==> src/rtl/rf_wb_pkg.sv <==
// Shared types and constants for the register-file write-back stage.
package rf_wb_pkg;

    localparam int WB_DATA_W = 16;
    localparam int WB_ADDR_W = 2;
    localparam int WB_BASE_W = 6;
    localparam int WB_DEPTH  = 2;

    typedef enum logic [1:0] {
        WP_NONE = 2'b00,
        WP_ADD  = 2'b01,
        WP_CLR  = 2'b10
    } wp_cmd_t;

    typedef struct packed {
        logic [WB_DATA_W-1:0] data;
        logic [WB_ADDR_W-1:0] addr;
        logic [1:0]           be;
        logic [WB_BASE_W-1:0] base;
    } wb_entry_t;

    // Physical register index: window base plus in-window index, modulo 64.
    function automatic logic [WB_BASE_W-1:0] phys_idx(
        input logic [WB_BASE_W-1:0] base,
        input logic [WB_ADDR_W-1:0] addr
    );
        return base + WB_BASE_W'(addr);
    endfunction

endpackage

==> src/rtl/rf_wb_fifo.sv <==
// Shift-register FIFO of write-back entries; slot 0 is always the head.
module rf_wb_fifo
    import rf_wb_pkg::*;
#(
    parameter int DEPTH = WB_DEPTH
) (
    input  logic                             clk,
    input  logic                             rst_n,
    input  logic                             push,
    input  logic                             pop,
    input  wb_entry_t                        din,
    output wb_entry_t                        head,
    output wb_entry_t [DEPTH-1:0]            entries,
    output logic [$clog2(DEPTH+1)-1:0]       count,
    output logic                             full,
    output logic                             empty
);

    localparam int CW = $clog2(DEPTH+1);

    wb_entry_t [DEPTH-1:0] mem;
    wb_entry_t [DEPTH-1:0] mem_nxt;
    logic [CW-1:0]         count_nxt;
    logic [CW-1:0]         wr_idx;

    // On a simultaneous pop the new entry lands one slot lower, behind the shifted data.
    always_comb begin
        mem_nxt   = mem;
        wr_idx    = pop ? count - CW'(1) : count;
        count_nxt = count + CW'(push) - CW'(pop);
        if (pop) begin
            for (int unsigned k = 0; k + 1 < DEPTH; k++) begin
                mem_nxt[k] = mem[k+1];
            end
        end
        if (push) begin
            for (int unsigned k = 0; k < DEPTH; k++) begin
                if (wr_idx == CW'(k)) begin
                    mem_nxt[k] = din;
                end
            end
        end
    end

    always_ff @(posedge clk or negedge rst_n) begin
        if (!rst_n) begin
            mem   <= '0;
            count <= '0;
        end else begin
            mem   <= mem_nxt;
            count <= count_nxt;
        end
    end

    assign head    = mem[0];
    assign entries = mem;
    assign full    = (count == CW'(DEPTH));
    assign empty   = (count == '0);

endmodule

==> src/rtl/rf_writeback.sv <==
// Write-back stage ahead of the Sayeh register file: arbitration, window pointer, drain.
// Optional hazard scoreboard on q_hit enabled by defining RF_WB_SCOREBOARD_EN.
module rf_writeback
    import rf_wb_pkg::*;
#(
    parameter int DATA_W = WB_DATA_W,
    parameter int ADDR_W = WB_ADDR_W,
    parameter int BASE_W = WB_BASE_W,
    parameter int DEPTH  = WB_DEPTH
) (
    input  logic              clk,
    input  logic              rst_n,
    input  logic              alu_valid,
    output logic              alu_ready,
    input  logic [DATA_W-1:0] alu_data,
    input  logic [ADDR_W-1:0] alu_addr,
    input  logic [1:0]        alu_be,
    input  logic              mem_valid,
    output logic              mem_ready,
    input  logic [DATA_W-1:0] mem_data,
    input  logic [ADDR_W-1:0] mem_addr,
    input  logic [1:0]        mem_be,
    input  logic [1:0]        wp_cmd,
    input  logic [BASE_W-1:0] wp_imm,
    output logic [BASE_W-1:0] wp,
    output logic [DATA_W-1:0] rf_in,
    output logic [ADDR_W-1:0] rf_laddr,
    output logic [BASE_W-1:0] rf_base,
    output logic              rf_lwrite,
    output logic              rf_hwrite,
    output logic              busy,
    input  logic [ADDR_W-1:0] q_addr,
    output logic              q_hit
);

    localparam int CW = $clog2(DEPTH+1);

    wb_entry_t             in_entry;
    wb_entry_t             head;
    wb_entry_t [DEPTH-1:0] entries;
    logic [CW-1:0]         count;
    logic                  full;
    logic                  empty;
    logic                  take_mem;
    logic                  take_alu;
    logic                  push;
    logic                  pop;
    logic [BASE_W-1:0]     wp_nxt;

    always_comb begin
        mem_ready = rst_n && !full;
        alu_ready = rst_n && !full && !mem_valid;
        take_mem  = mem_valid && mem_ready;
        take_alu  = alu_valid && alu_ready;

        in_entry.data = take_mem ? mem_data : alu_data;
        in_entry.addr = take_mem ? mem_addr : alu_addr;
        in_entry.be   = take_mem ? mem_be   : alu_be;
        in_entry.base = wp;

        // Zero byte-enable transfers are acknowledged but never queued.
        push = (take_mem || take_alu) && (in_entry.be != '0);
        pop  = !empty;
    end

    always_comb begin
        wp_nxt = wp;
        case (wp_cmd_t'(wp_cmd))
            WP_ADD:  wp_nxt = wp + wp_imm;
            WP_CLR:  wp_nxt = '0;
            default: wp_nxt = wp;
        endcase
    end

    rf_wb_fifo #(
        .DEPTH (DEPTH)
    ) u_fifo (
        .clk     (clk),
        .rst_n   (rst_n),
        .push    (push),
        .pop     (pop),
        .din     (in_entry),
        .head    (head),
        .entries (entries),
        .count   (count),
        .full    (full),
        .empty   (empty)
    );

    always_ff @(posedge clk or negedge rst_n) begin
        if (!rst_n) begin
            wp        <= '0;
            rf_in     <= '0;
            rf_laddr  <= '0;
            rf_base   <= '0;
            rf_lwrite <= 1'b0;
            rf_hwrite <= 1'b0;
        end else begin
            wp <= wp_nxt;
            if (pop) begin
                rf_in     <= head.data;
                rf_laddr  <= head.addr;
                rf_base   <= head.base;
                rf_hwrite <= head.be[1];
                rf_lwrite <= head.be[0];
            end else begin
                rf_laddr  <= '0;
                rf_base   <= wp_nxt;
                rf_hwrite <= 1'b0;
                rf_lwrite <= 1'b0;
            end
        end
    end

    assign busy = !empty || rf_lwrite || rf_hwrite;

`ifdef RF_WB_SCOREBOARD_EN
    logic [BASE_W-1:0] target;

    // Queued entries plus the one on the strobes are all still in flight.
    always_comb begin
        target = phys_idx(wp, q_addr);
        q_hit  = (rf_lwrite || rf_hwrite) && (phys_idx(rf_base, rf_laddr) == target);
        for (int unsigned k = 0; k < DEPTH; k++) begin
            if ((CW'(k) < count) && (phys_idx(entries[k].base, entries[k].addr) == target)) begin
                q_hit = 1'b1;
            end
        end
    end
`else
    logic unused_sb;
    assign unused_sb = ^{q_addr, count, entries};
    assign q_hit     = 1'b0;
`endif

endmodule
==> config.mk <==
export PLATFORM = sky130hd
export DESIGN_NAME = rf_writeback
export DESIGN_NICKNAME = d
export VERILOG_FILES = /design/src/rtl/rf_wb_pkg.sv /design/src/rtl/rf_wb_fifo.sv /design/src/rtl/rf_writeback.sv
export SDC_FILE = /design/constraint.sdc
export NUM_CORES = 1
export LEC_CHECK = 0
export ABC_CLOCK_PERIOD_IN_PS = 5000
export BUFFER_PORTS_ARGS = -buffer_cell sky130_fd_sc_hd__buf_2
export CAP_MARGIN = 20
export CORE_MARGIN = 3
export CORE_UTILIZATION = 50
export CTS_CLUSTER_SIZE = 10
export DETAILED_ROUTE_END_ITERATION = 12
export PLACE_DENSITY_LB_ADDON = 0.08
export SYNTH_ARGS = -nofsm -noshare
export SYNTH_HDL_FRONTEND = slang
export SYNTH_SLANG_ARGS = --single-unit
export TNS_END_PERCENT = 50
==> constraint.sdc <==
create_clock -name clk -period 5 [get_ports clk]
set_input_delay 0.5 -clock clk [delete_from_list [all_inputs] [get_ports clk]]
set_output_delay 0.5 -clock clk [all_outputs]
set_load 0.02 [all_outputs]
# --- Word level (Yosys, flattened, before mapping) ---
# Index checks and enable logic that the tools add are counted.
op_classes:
  n_addsub: 4
  eq_ne: 4
  n_mux: 12
  n_reduce_logical: 15
ops:
  columns: ["operator", "count"]
  rows:
  - ["26-bit 2-to-1 mux", 3]
  - ["16-bit 2-to-1 mux", 1]
  - ["6-bit one-hot mux with 2 select lines", 1]
  - ["2-bit 2-to-1 mux", 4]
  - ["6-bit adder", 1]
  - ["6-bit 2-to-1 mux", 1]
  - ["1-bit logical AND", 5]
  - ["2-bit by 1-bit equality test with 1-bit output (second input constant)", 2]
  - ["2-bit equality test (second input constant)", 2]
  - ["2-bit logical NOT", 2]
  - ["1-bit logical NOT", 3]
  - ["1-bit logical OR", 3]
  - ["2-bit by 1-bit adder with 2-bit output", 1]
  - ["1-bit 2-to-1 mux", 2]
  - ["2-bit AND reduction", 1]
  - ["2-bit nonzero test", 1]
  - ["2-bit by 1-bit subtractor with 2-bit output", 1]
  - ["2-bit by 1-bit subtractor with 2-bit output (second input constant)", 1]
totals:
  reg_bits: 86
  input_bits: 54
  word_cells: 50

# --- Depth between registers and ports, before layout ---
logic_depth:
  depth_word: 9
  depth_mapped: 9
  depth_no_buf: 8

# --- Hierarchy ---
# A second synthesis with hierarchy kept.
hier_totals:
  hier_cells: 318
  area_unflattened_um2: 4379.2
modules_own_cells:
  columns: ["module", "instances", "cells_per_inst", "area_each_um2", "seq_area_each_um2"]
  rows:
  - ["rf_wb_fifo", 1, 179, 2640.0, 1351.3]
  - ["rf_writeback", 1, 139, 1739.2, 800.8]

# --- Least setup slack after synthesis ---
# Ideal clock, no wire load.
synth_timing:
  path_type: "register to register"
  startpoint: "register u_fifo.count[0]"
  endpoint: "register u_fifo.mem (netlist bit u_fifo.entries[33])"
  t_required_ns: 4.863
  t_arrival_ns: 1.818
  n_path_buf: 2
  path_stages_with_launch: 10
  slack_ns: 3.045
  setup_time_ns: 0.137
  path_cell_list: "dfrtp_1 nand2b_1 a311o_1 nand3_1 nor2_1 ha_1 clkbuf_1 clkbuf_1 nor2_1 a21oi_1"
synth_between:
  elab_chain_len: 8
  elab_cells_between_ends: 15
synth_rtl:
  columns: ["element", "line_no", "source"]
  rows:
  - ["start: declaration", "rf_wb_fifo.sv:14", "output logic [$clog2(DEPTH+1)-1:0] count,"]
  - ["start signal: assignment", "rf_wb_fifo.sv:51", "count <= count_nxt;"]
  - ["2-bit equality test", "rf_wb_fifo.sv:57", "assign full = (count == CW'(DEPTH));"]
  - ["1-bit logical NOT", "rf_writeback.sv:51, rf_writeback.sv:52", null]
  - ["1-bit logical AND", "rf_writeback.sv:51, rf_writeback.sv:52", null]
  - ["1-bit logical AND (on tied branches)", "rf_writeback.sv:53, rf_writeback.sv:52", null]
  - ["2-bit 2-to-1 mux / 1-bit logical AND (equally long branches)", "rf_writeback.sv:58, rf_writeback.sv:54", null]
  - ["2-bit nonzero test / 1-bit logical OR (equally long branches)", "rf_writeback.sv:62", "push = (take_mem || take_alu) && (in_entry.be != '0);"]
  - ["1-bit logical AND", "rf_writeback.sv:62", null]
  - ["2-bit AND reduction (no line)", null, null]
  - ["end signal: assignment", "rf_wb_fifo.sv:50", "mem <= mem_nxt;"]
  - ["end: declaration", "rf_wb_fifo.sv:21", "wb_entry_t [DEPTH-1:0] mem;"]
# Parallel ways exist; a longest one is shown, timed or not.
# A chain may end at the register's enable or synchronous reset.

# --- Worst setup path after layout ---
layout_timing:
  startpoint: "input rst_n"
  endpoint: "register u_fifo.mem (netlist bit u_fifo.entries[27])"
layout_between:
  elab_chain_len: 6
  elab_cells_between_ends: 9
layout_rtl:
  columns: ["element", "line_no", "source"]
  rows:
  - ["start: declaration", "rf_writeback.sv:12", "input logic rst_n,"]
  - ["1-bit logical AND *", "rf_writeback.sv:51, rf_writeback.sv:52", null]
  - ["1-bit logical AND (on tied branches)", "rf_writeback.sv:53, rf_writeback.sv:52", null]
  - ["2-bit 2-to-1 mux / 1-bit logical AND (equally long branches)", "rf_writeback.sv:58, rf_writeback.sv:54", null]
  - ["2-bit nonzero test / 1-bit logical OR (equally long branches)", "rf_writeback.sv:62", null]
  - ["1-bit logical AND *", "rf_writeback.sv:62", null]
  - ["2-bit AND reduction (no line) *", null, null]
# Every way passes the cells marked *; elsewhere a longest branch is shown, timed or not.

==> insert_results.sql <==
INSERT INTO impl_metrics (metric_group, metric, value, unit) VALUES
('route', 'wl_met1', '3376', 'um'),
('synthesis', 'netlist_area', '0.003988', 'mm2'),
('layout', 'finish.utilization', '62.29', '%'),
('sta', 'setup_tns', '0', 'ps'),
('route', 'drt-total-wl', '7365', 'um'),
('grt', 'first_global_vias', '2723', ''),
('status', 'outcome', 'completed', ''),
('power_and_ir_drop', 'power.share.combinational', '19.1', '%'),
('power_and_ir_drop', 'power.switching_fraction', '28.53', '%'),
('clock_network', 'clockRootBuffer', 'sky130_fd_sc_hd__clkbuf_8', ''),
('route', 'route.met3.wl', '322', 'um'),
('worst_setup_path', 'critPathBufInv', '1', ''),
('clock_network', 'numCtsBuffers', '9', ''),
('route', 'drt_first_iter_violations', '72', ''),
('worst_setup_path', 'critPathTopFamily', 'adder cells', ''),
('route', 'ant_nets', '0', ''),
('clock_network', 'clockBufferDepth', '2', ''),
('grt', 'pin_count_of_the_biggest_net_entering_global_routing', '48', ''),
('worst_setup_path', 'arrival', '2650', 'ps'),
('synthesis', 'post_synth_num_cell_types', '37', ''),
('sta', 'crit_path_time_final', '2420', 'ps'),
('sta', 'timing_hold_violations_final', '0', ''),
('clock_network', 'tritoncts', 'built', ''),
('synthesis', 'synth.ff_latch_count', '86', ''),
('route', 'vias_per_cell', '5.169', ''),
('placed_design', 'globalplace.congestion', '0.7667', ''),
('worst_setup_path', 'timing.critical_path.from_type', 'primary input', ''),
('worst_setup_path', 'number_of_stages_on_the_worst_setup_path', '6', ''),
('synthesis', 'synth.yosys.seq_area_share', '53.97', '%'),
('worst_setup_path', 'critPathRequiredTime', '5230', 'ps'),
('clock_network', 'post_cts.repair.setup_buffers', '0', ''),
('route', 'detail_route.drc_violations', '0', ''),
('layout', 'fillCellCount', '647', ''),
('synthesis', 'synth_ff_type', 'sky130_fd_sc_hd__dfrtp_1', ''),
('sta', 'slew_viol_final', '0', ''),
('clock_network', 'total_number_of_h_tree_levels', '3', ''),
('route', 'vias', '2755', ''),
('route', 'detailroute.wirelength.met2', '3561', 'um'),
('sta', 'worst-slew-pin-transition', '908.5', 'ps'),
('layout', 'antennaDiodeCount', '0', ''),
('synthesis', 'synth-edff-count', '0', ''),
('hold_path', 'hold_removal_path_class', 'primary input to async pin', ''),
('clock_network', 'numClockSinks', '86', ''),
('clock_network', 'clock_pin_slew_on_the_worst_setup_and_hold_paths', '100', 'ps'),
('power_and_ir_drop', 'internal_power', '1195', 'uW'),
('worst_setup_path', 'crit_type', 'primary input to register', ''),
('power_and_ir_drop', 'static-leakage-power', '0.002481', 'uW'),
('floorplan', 'die_x', '95.31', 'um'),
('synthesis', 'synth_warnings', '0', ''),
('layout', 'drive_gt1_share', '36.87', '%'),
('power_and_ir_drop', 'switchingPower', '477.0', 'uW'),
('layout', 'num-nets-final', '491', ''),
('floorplan', 'core_region', '0.007486', 'mm2'),
('sta', 'timing.final.setup_violations', '0', ''),
('floorplan', 'initial_cell_density_of_the_core', '53.27', '%'),
('sta', 'period_share', '48.40', '%'),
('synthesis', 'gate_count_after_technology_mapping', '353', ''),
('layout', 'layout-area-overhead-vs-synth', '16.94', '%'),
('clock_network', 'post_cts_resize_count', '0', ''),
('worst_setup_path', 'critical_path.slowest_cell', 'sky130_fd_sc_hd__ha_2', ''),
('worst_setup_path', 'max_stage_delay', '800', 'ps'),
('flow_run', 'drv_cap', '0', ''),
('floorplan', 'io_pins', '90', ''),
('sta', 'final.setup_skew', '15.93', 'ps'),
('power_and_ir_drop', 'powerDensity', '358.5', 'mW/mm2'),
('floorplan', 'die_area', '0.009083', 'mm2'),
('grt', 'antenna_violations_before_repair', '0', ''),
('synthesis', 'synthesis.nets', '415', ''),
('placed_design', 'io_buffers', '86', ''),
('placed_design', 'detailed_placer_s_ending_hpwl', '5138', 'um'),
('grt', 'groute.usage.overall', '17.54', '%');
==> cells in the mapped netlist (2+ instances only) <==
cell type	n	area, um2
sky130_fd_sc_hd__dfrtp_1	86	2152
sky130_fd_sc_hd__mux2_2	46	518.0
sky130_fd_sc_hd__nor2_1	31	116.4
sky130_fd_sc_hd__nand2_1	30	112.6
sky130_fd_sc_hd__a21oi_1	28	140.1
sky130_fd_sc_hd__o21ai_0	27	135.1
sky130_fd_sc_hd__mux2i_1	26	260.3
sky130_fd_sc_hd__buf_4	10	75.07
sky130_fd_sc_hd__inv_1	8	30.03
sky130_fd_sc_hd__clkbuf_1	7	26.28
sky130_fd_sc_hd__ha_1	7	87.58
sky130_fd_sc_hd__buf_2	6	30.03
sky130_fd_sc_hd__and2_1	5	31.28
sky130_fd_sc_hd__nor2b_1	5	31.28
sky130_fd_sc_hd__nand2b_1	3	18.77
sky130_fd_sc_hd__nand3_1	3	15.01
sky130_fd_sc_hd__or2_2	3	18.77
sky130_fd_sc_hd__a311o_1	2	20.02
sky130_fd_sc_hd__nor3b_1	2	15.01
==> worst paths after layout <==
| path | startpoint | endpoint |
|---|---|---|
| max in group asynchronous | rst_n | u_fifo.entries[5]$_DFF_PN0_ |
| setup reg to reg | u_fifo.count[0]$_DFF_PN0_ | u_fifo.entries[27]$_DFFE_PN0P_ |
| setup / recovery | rst_n | u_fifo.entries[27]$_DFFE_PN0P_ |
| min in group clk | mem_data[2] | u_fifo.entries[12]$_DFF_PN0_ |
| hold / removal | rst_n | u_fifo.entries[17]$_DFF_PN0_ |
| hold reg to reg | u_fifo.entries[7]$_DFF_PN0_ | rf_hwrite$_DFF_PN0_ |
==> cells by family after synthesis <==
family          count (synthesis)  synth area share, %
xor+xnor                        2               0.4394
buf+inv                        33                4.456
mux                            72                19.52
fa+ha+maj                       8                2.698
compound gates                 64                8.786
flops                          86                53.97
other cells                     1              0.09404
simple gates                   87                10.04
==> cell usage in the layout (no fill, tap or decap), types with 2 or more instances in the layout <==
cell,count
sky130_fd_sc_hd__a21oi_1,28
sky130_fd_sc_hd__a311o_1,2
sky130_fd_sc_hd__and2_1,5
sky130_fd_sc_hd__buf_2,85
sky130_fd_sc_hd__buf_4,5
sky130_fd_sc_hd__bufinv_16,2
sky130_fd_sc_hd__clkbuf_8,9
sky130_fd_sc_hd__dfrtp_1,86
sky130_fd_sc_hd__ha_1,6
sky130_fd_sc_hd__inv_1,8
sky130_fd_sc_hd__inv_6,3
sky130_fd_sc_hd__mux2_2,46
sky130_fd_sc_hd__mux2i_1,26
sky130_fd_sc_hd__nand2_1,30
sky130_fd_sc_hd__nand2b_1,3
sky130_fd_sc_hd__nand3_1,3
sky130_fd_sc_hd__nor2_1,30
sky130_fd_sc_hd__nor2b_1,5
sky130_fd_sc_hd__nor3b_1,2
sky130_fd_sc_hd__o21ai_0,27
sky130_fd_sc_hd__or2_2,3
==> metal layers <==
| metal | vias to the layer above | global-route usage (%) |
|---|---|---|
| met5 | - | 0 |
| li1 | 1366 | - |
| met3 | 8 | 3.157 |
| met4 | 0 | 6.851 |
| met2 | 63 | 29.39 |
| met1 | 1318 | 22.57 |
==> power groups by stage <==
stage          combinational [uW]  clock [uW]  sequential [uW]
3_3_place_gp                  316           0              820
6_report                      320         545              807
4_1_cts                       325         561              809
3_5_place_dp                  323           0              822
5_1_grt                       355         591              818
2_1_floorplan                 176           0              862
==> sequential cells by signal, summed over array words and instances (netlist names) <==
signal          count
rf_base             6
rf_hwrite           1
rf_in              16
rf_laddr            2
rf_lwrite           1
u_fifo.count        2
u_fifo.entries     52
wp                  6
==> metrics by stage <==
stage	instances	instance area [um2]	setup slack (ps)	power [uW]	hold WS (ps)
3_5_place_dp	517	4437	2159	1146	470.5
3_3_place_gp	517	4437	2155	1136	458.7
2_1_floorplan	353	3988	3045	1038	204.4
5_1_grt	533	4663	2319	1765	149.1
6_report	533	4663	2580	1672	124.0
4_1_cts	533	4663	2537	1695	124.1
==> final cells by class <==
class	count	area, um2	share of cell area (%)
Clock buffer	9	123.9	2.656
Clock inverter	7	102.6	2.200
Inverter	8	30.03	0.6439
Multi-Input combinational cell	234	1668	35.77
Sequential cell	86	2152	46.15
Tap cell	99	123.9	2.656
Timing Repair Buffer	90	462.9	9.928
No activity file was read; power rests on OpenSTA's default activity.
